===== src/rtl/mem_copy_engine.sv =====
// rtl/mem_copy_engine.sv - word-by-word memory copy / fill engine with registered outputs
//
// Purpose: on a start strobe, either copies len_i words from src_i to dst_i
// (READ -> CAPTURE -> WRITE per word, strictly ascending) or fills len_i words
// at dst_i with fill_value_i (one WRITE per word). Addresses wrap modulo
// 2^ADDR_SIZE. Every output comes straight from a register.
//
// Ports:
//   clk, reset_n          clock, synchronous active-low reset
//   start_i, mode_i       command strobe (IDLE only), 0 = copy / 1 = fill
//   src_i, dst_i, len_i   source base, destination base, word count
//   fill_value_i          fill pattern
//   abort_i               cancel an active command
//   busy_o, done_o        command active, one-cycle completion pulse
//   count_o               words written for the current or last command
//   mem_addr_o            memory address
//   mem_value_o           memory write data
//   mem_write_o           memory write enable
//   mem_value_i           memory read data, valid one cycle after its address
module mem_copy_engine #(
  parameter int WORD_SIZE = 20,
  parameter int ADDR_SIZE = 16
) (
  input  logic                 clk,
  input  logic                 reset_n,
  input  logic                 start_i,
  input  logic                 mode_i,
  input  logic [ADDR_SIZE-1:0] src_i,
  input  logic [ADDR_SIZE-1:0] dst_i,
  input  logic [ADDR_SIZE-1:0] len_i,
  input  logic [WORD_SIZE-1:0] fill_value_i,
  input  logic                 abort_i,
  output logic                 busy_o,
  output logic                 done_o,
  output logic [ADDR_SIZE-1:0] count_o,
  output logic [ADDR_SIZE-1:0] mem_addr_o,
  output logic [WORD_SIZE-1:0] mem_value_o,
  output logic                 mem_write_o,
  input  logic [WORD_SIZE-1:0] mem_value_i
);

  typedef enum logic [2:0] {
    IDLE    = 3'd0,
    READ    = 3'd1,
    CAPTURE = 3'd2,
    WRITE   = 3'd3,
    DONE    = 3'd4
  } state_t;

  state_t               state, state_next;
  logic                 mode, mode_next;
  logic [ADDR_SIZE-1:0] src, src_next;
  logic [ADDR_SIZE-1:0] dst, dst_next;
  logic [ADDR_SIZE-1:0] len, len_next;
  logic [WORD_SIZE-1:0] fill, fill_next;
  logic [ADDR_SIZE-1:0] count, count_next;
  logic [ADDR_SIZE-1:0] count_inc;
  logic                 busy, busy_next;
  logic                 done, done_next;
  logic [ADDR_SIZE-1:0] addr, addr_next;
  logic [WORD_SIZE-1:0] value, value_next;
  logic                 write, write_next;

  // count doubles as the word index k of the word in flight
  assign count_inc = count + ADDR_SIZE'(1);

  always_ff @(posedge clk) begin
    if (!reset_n) begin
      state <= IDLE;
      mode  <= 1'b0;
      src   <= '0;
      dst   <= '0;
      len   <= '0;
      fill  <= '0;
      count <= '0;
      busy  <= 1'b0;
      done  <= 1'b0;
      addr  <= '0;
      value <= '0;
      write <= 1'b0;
    end else begin
      state <= state_next;
      mode  <= mode_next;
      src   <= src_next;
      dst   <= dst_next;
      len   <= len_next;
      fill  <= fill_next;
      count <= count_next;
      busy  <= busy_next;
      done  <= done_next;
      addr  <= addr_next;
      value <= value_next;
      write <= write_next;
    end
  end

  // Next-state logic also computes the next value of every output register,
  // so outputs describe the state being entered, one cycle after the decision.
  always_comb begin
    state_next = state;
    mode_next  = mode;
    src_next   = src;
    dst_next   = dst;
    len_next   = len;
    fill_next  = fill;
    count_next = count;
    busy_next  = busy;
    done_next  = 1'b0;
    addr_next  = addr;
    value_next = value;
    write_next = 1'b0;

    case (state)
      IDLE: begin
        busy_next = 1'b0;
        if (start_i) begin
          mode_next  = mode_i;
          src_next   = src_i;
          dst_next   = dst_i;
          len_next   = len_i;
          fill_next  = fill_value_i;
          count_next = '0;
          if (len_i == '0) begin
            state_next = DONE;
            done_next  = 1'b1;
          end else if (mode_i) begin
            state_next = WRITE;
            busy_next  = 1'b1;
            addr_next  = dst_i;
            value_next = fill_value_i;
            write_next = 1'b1;
          end else begin
            state_next = READ;
            busy_next  = 1'b1;
            addr_next  = src_i;
          end
        end
      end

      READ: begin
        if (abort_i) begin
          state_next = IDLE;
          busy_next  = 1'b0;
        end else begin
          state_next = CAPTURE;
        end
      end

      CAPTURE: begin
        if (abort_i) begin
          state_next = IDLE;
          busy_next  = 1'b0;
        end else begin
          // read data is valid in this cycle; it goes straight into the
          // write-data register for the following WRITE cycle
          state_next = WRITE;
          addr_next  = dst + count;
          value_next = mem_value_i;
          write_next = 1'b1;
        end
      end

      WRITE: begin
        // the write presented this cycle always lands, even under abort
        count_next = count_inc;
        if (abort_i) begin
          state_next = IDLE;
          busy_next  = 1'b0;
        end else if (count_inc == len) begin
          state_next = DONE;
          busy_next  = 1'b0;
          done_next  = 1'b1;
        end else if (mode) begin
          addr_next  = dst + count_inc;
          value_next = fill;
          write_next = 1'b1;
        end else begin
          state_next = READ;
          addr_next  = src + count_inc;
        end
      end

      DONE: begin
        state_next = IDLE;
        busy_next  = 1'b0;
      end

      default: begin
        state_next = IDLE;
        busy_next  = 1'b0;
      end
    endcase
  end

  assign busy_o      = busy;
  assign done_o      = done;
  assign count_o     = count;
  assign mem_addr_o  = addr;
  assign mem_value_o = value;
  assign mem_write_o = write;

endmodule


===== config.mk =====
export PLATFORM = sky130hd
export DESIGN_NAME = mem_copy_engine
export DESIGN_NICKNAME = d
export VERILOG_FILES = /design/src/rtl/mem_copy_engine.sv
export SDC_FILE = /design/constraint.sdc
export NUM_CORES = 1
export LEC_CHECK = 0
export CORE_UTILIZATION = 53
export CTS_CLUSTER_SIZE = 12
export DETAILED_ROUTE_END_ITERATION = 7
export PLACE_DENSITY = 0.81
export SLEW_MARGIN = 20
export SYNTH_ARGS = -nofsm -noshare
export SYNTH_HDL_FRONTEND = slang
export SYNTH_SLANG_ARGS = --single-unit

===== constraint.sdc =====
create_clock -name clk -period 4 [get_ports clk]
set_input_delay 0.8 -clock clk [delete_from_list [all_inputs] [get_ports clk]]
set_output_delay 0.8 -clock clk [all_outputs]
set_load 0.05 [all_outputs]

==> impl_metrics.json <==
{
  "drtPass1Iterations": 5,
  "cts-htree-levels": 4,
  "critical_path_required_ns": 4.37,
  "fp-row-count": 44,
  "hp-class": "reg2reg",
  "ant_nets": 0,
  "cp_top_family": "compound AO/OA/AOI/OAI gates",
  "critPathLaunch": "count_o[0]$_SDFFE_PN0P_",
  "post-dp-hpwl_um": 15900,
  "dieArea_um2": 15300,
  "pwr-share-seq_pct": 36.7,
  "arrival_ns": 3.99,
  "hold_depth": 2,
  "wirelength_um": 22500,
  "worstSkewPairLatency_ns": 0.42,
  "synth_nets": 1129,
  "drtIter0Drc": 783,
  "clock_skew_ns": 0.00737,
  "cts_buffer_depth": 2,
  "holdCritStartpoint": "fill[19]$_SDFFE_PN0P_",
  "drc": 0,
  "power_uw": 3870,
  "drive_gt1_share_pct": 7.72,
  "grt-ovfl-total": 0,
  "viasPerCell": 5.95,
  "slew_headroom_pct": 26.9,
  "setup_violations": 0,
  "ff2ff_path_depth": 13,
  "clkPwrFrac_pct": 41.3,
  "post_cts.repair.setup_buffers": 0,
  "status": "finished, final reports clean",
  "cts_tree": "built",
  "coreArea_um2": 14500,
  "syn_to_final_growth_pct": 27.5,
  "p_leak_uw": 0.00395,
  "wire_per_inst_um": 17.2,
  "finalHoldViolCount": 0,
  "r2r_start": "count_o[0]$_SDFFE_PN0P_",
  "pin_count": 148,
  "min_period_ns": 3.63,
  "die_x_um": 124,
  "initial_core_util_pct": 54.1,
  "synth_edf_count": 0,
  "finalCritPeriodShare_pct": 90.7,
  "grt_pass1_wl_um": 35300,
  "fmax_mhz": 276,
  "netlist_area_um2": 7830,
  "syn_avg_cell_area_um2": 7.81,
  "antenna_cells": 0,
  "path_class": "reg2reg",
  "dp_slack_ns": 0.472,
  "yosys_warnings": 0,
  "grt_usage_pct": 30.2,
  "hold_buffers": 0,
  "rsz0062_at_grt": "false",
  "ys_ff_latch": 127,
  "layout_setup_ws_ns": 0.373,
  "syn_inst": 1003,
  "path_max_fanout": 10,
  "cp.depth": 13,
  "cts.sinks": 127,
  "grt_max_degree": 70,
  "ir_drop_mv": 0.276,
  "clkTransAtPathRegs_ns": 0.06,
  "crit_chain": "ha_1 -> and3_1 -> nand3_1 -> xnor2_1 -> ha_1 -> a21o_1 -> a21o_1 -> nor3_1 -> a211oi_1 -> o211ai_1 -> a21boi_0 -> o41ai_1 -> o311a_1",
  "cp_num_buf_inv": 0,
  "start_kind": "flip-flop",
  "root_buffer": "clkbuf_16",
  "ys_types": 68,
  "fin_setup_tns_ns": 0,
  "nets": 1240,
  "drv_cap": 0,
  "synthFlopType": "dfxtp_1",
  "grt_pass1_vias": 7118,
  "antenna_found_initial": 0,
  "port_buffers": 147,
  "num_vias": 7799,
  "intPower_uw": 2700,
  "power_frac_comb_pct": 22.0,
  "ys_async_sr_fraction_pct": 0,
  "power_switching_uw": 1160,
  "cp_slowest_cell": "dfxtp_1",
  "cp_slowest_stage_delay_ns": 0.49,
  "slew_violations": 0,
  "critPathCaptureType": "flip-flop",
  "switching_share_pct": 30.1,
  "die_y_um": 124,
  "worstMarginPinSlew_ns": 1.09,
  "cts_buffers": 17,
  "seq_area_frac_synth_pct": 32.5,
  "gp_congestion": 0.932,
  "power_density_nw_per_um2": 387,
  "cts_resized": 0
}
cells in the mapped netlist (8+ instances only):
cell,instances,share of area [%]
a211oi_1,14,1.3
a21o_1,10,0.96
a21oi_1,120,7.7
and3_1,8,0.64
buf_1,8,0.38
clkbuf_1,51,2.4
dfxtp_1,127,32
ha_1,31,5.0
inv_1,15,0.72
mux2_2,19,2.7
mux2i_1,53,6.8
nand2_1,212,10
nand2b_1,8,0.64
nand3_1,15,0.96
nand4_1,11,0.88
nor2_1,55,2.6
nor3_1,25,1.6
nor4_1,8,0.64
o211ai_1,28,2.7
o21ai_0,36,2.3
xnor2_1,32,3.6
xor2_1,17,1.9
worst paths after layout:
| path | endpoint | slack [ns] |
|---|---|---|
| worst max register to register | mem_addr_o[14]$_SDFFE_PN0P_ | 0.37 |
| worst min register to register | fill[19]$_SDFFE_PN0P_ | 0.45 |
| worst min-delay path | fill[19]$_SDFFE_PN0P_ | 0.45 |
| worst max-delay path | mem_addr_o[14]$_SDFFE_PN0P_ | 0.37 |
cell usage in the layout (no fill, tap or decap), drive strengths merged, types with 6 or more instances in the layout:
cell type / n
dfxtp: 127
clkinv: 8
mux2i: 53
ha: 31
xor2: 18
a22oi: 7
o211ai: 28
nor4: 10
o21ai: 36
nand4: 12
a21oi: 120
nand2b: 8
clkdlybuf4s50: 146
a21o: 10
nand2: 212
and3: 8
mux2: 19
a211oi: 14
nor2b: 6
nor3: 27
nand3: 19
a31oi: 7
xnor2: 32
nor2: 56
inv: 16
buf: 16
clkbuf: 20
kinds of logic (layout without fill, tap and decap cells):
group / after synthesis / in the layout / synth area share [%]
AOI/OAI and AO/OA: 255 / 255 / 19.9
buffers and inverters: 85 / 209 / 4.55
xor gates and xnor gates: 50 / 50 / 5.69
DFF: 127 / 127 / 32.5
and+or+nand+nor: 381 / 381 / 22.4
muxes: 72 / 72 / 9.50
adders and majority gates: 33 / 33 / 5.46
tightest hold or removal path, stage by stage (launching register included):
cell     delay [ns]
dfxtp_1        0.31
nand2_1        0.05
a21oi_1        0.05
stage by stage:
| stage | hold WS, ns | area [µm²] | cells | utilization [%] |
|---|---|---|---|---|
| detailed placement | 0.446 | 9380 | 1279 | 64.8 |
| floorplan | 0.434 | 7830 | 1003 | - |
| CTS | 0.455 | 9990 | 1311 | 69.0 |
| global route | 0.470 | 9990 | 1311 | 69.0 |
| finish | 0.454 | 9990 | 1311 | 69.0 |
| global placement | 0.441 | 9380 | 1279 | 64.8 |
registers in the layout, summed over array words and instances (netlist names):
signal / count
fill: 20
mem_value_o: 20
count_o: 16
dst: 16
len: 16
mem_addr_o: 16
src: 16
state: 3
busy_o: 1
done_o: 1
mem_write_o: 1
mode: 1
area by class of cell:
type / count / area (µm²)
clock inverter: 12 / 161
clock buffer: 20 / 447
fill: 1190 / 4490
multi-input combinational: 791 / 4950
tap: 184 / 230
inverter: 15 / 56.3
timing repair buffer: 162 / 1600
sequential: 127 / 2540
power groups by stage:
stage	registers, µW	logic (µW)	clock network (µW)
finish	1420	849	1600
global route	1430	916	1670
detailed placement	1440	838	0
CTS	1420	844	1610
floorplan	1570	411	0
global placement	1440	827	0
routing by layer:
| metal | GRT usage (%) | vias up | share of wire [%] |
|---|---|---|---|
| met3 | 5.82 | 43 | 7.5 |
| met1 | 41.5 | 3641 | 45 |
| li1 | - | 3774 | - |
| met2 | 47.0 | 341 | 45 |
| met4 | 11.0 | 0 | 2.1 |
| met5 | 0 | - | 0 |
Note: power is estimated with default switching activity, not from simulation.
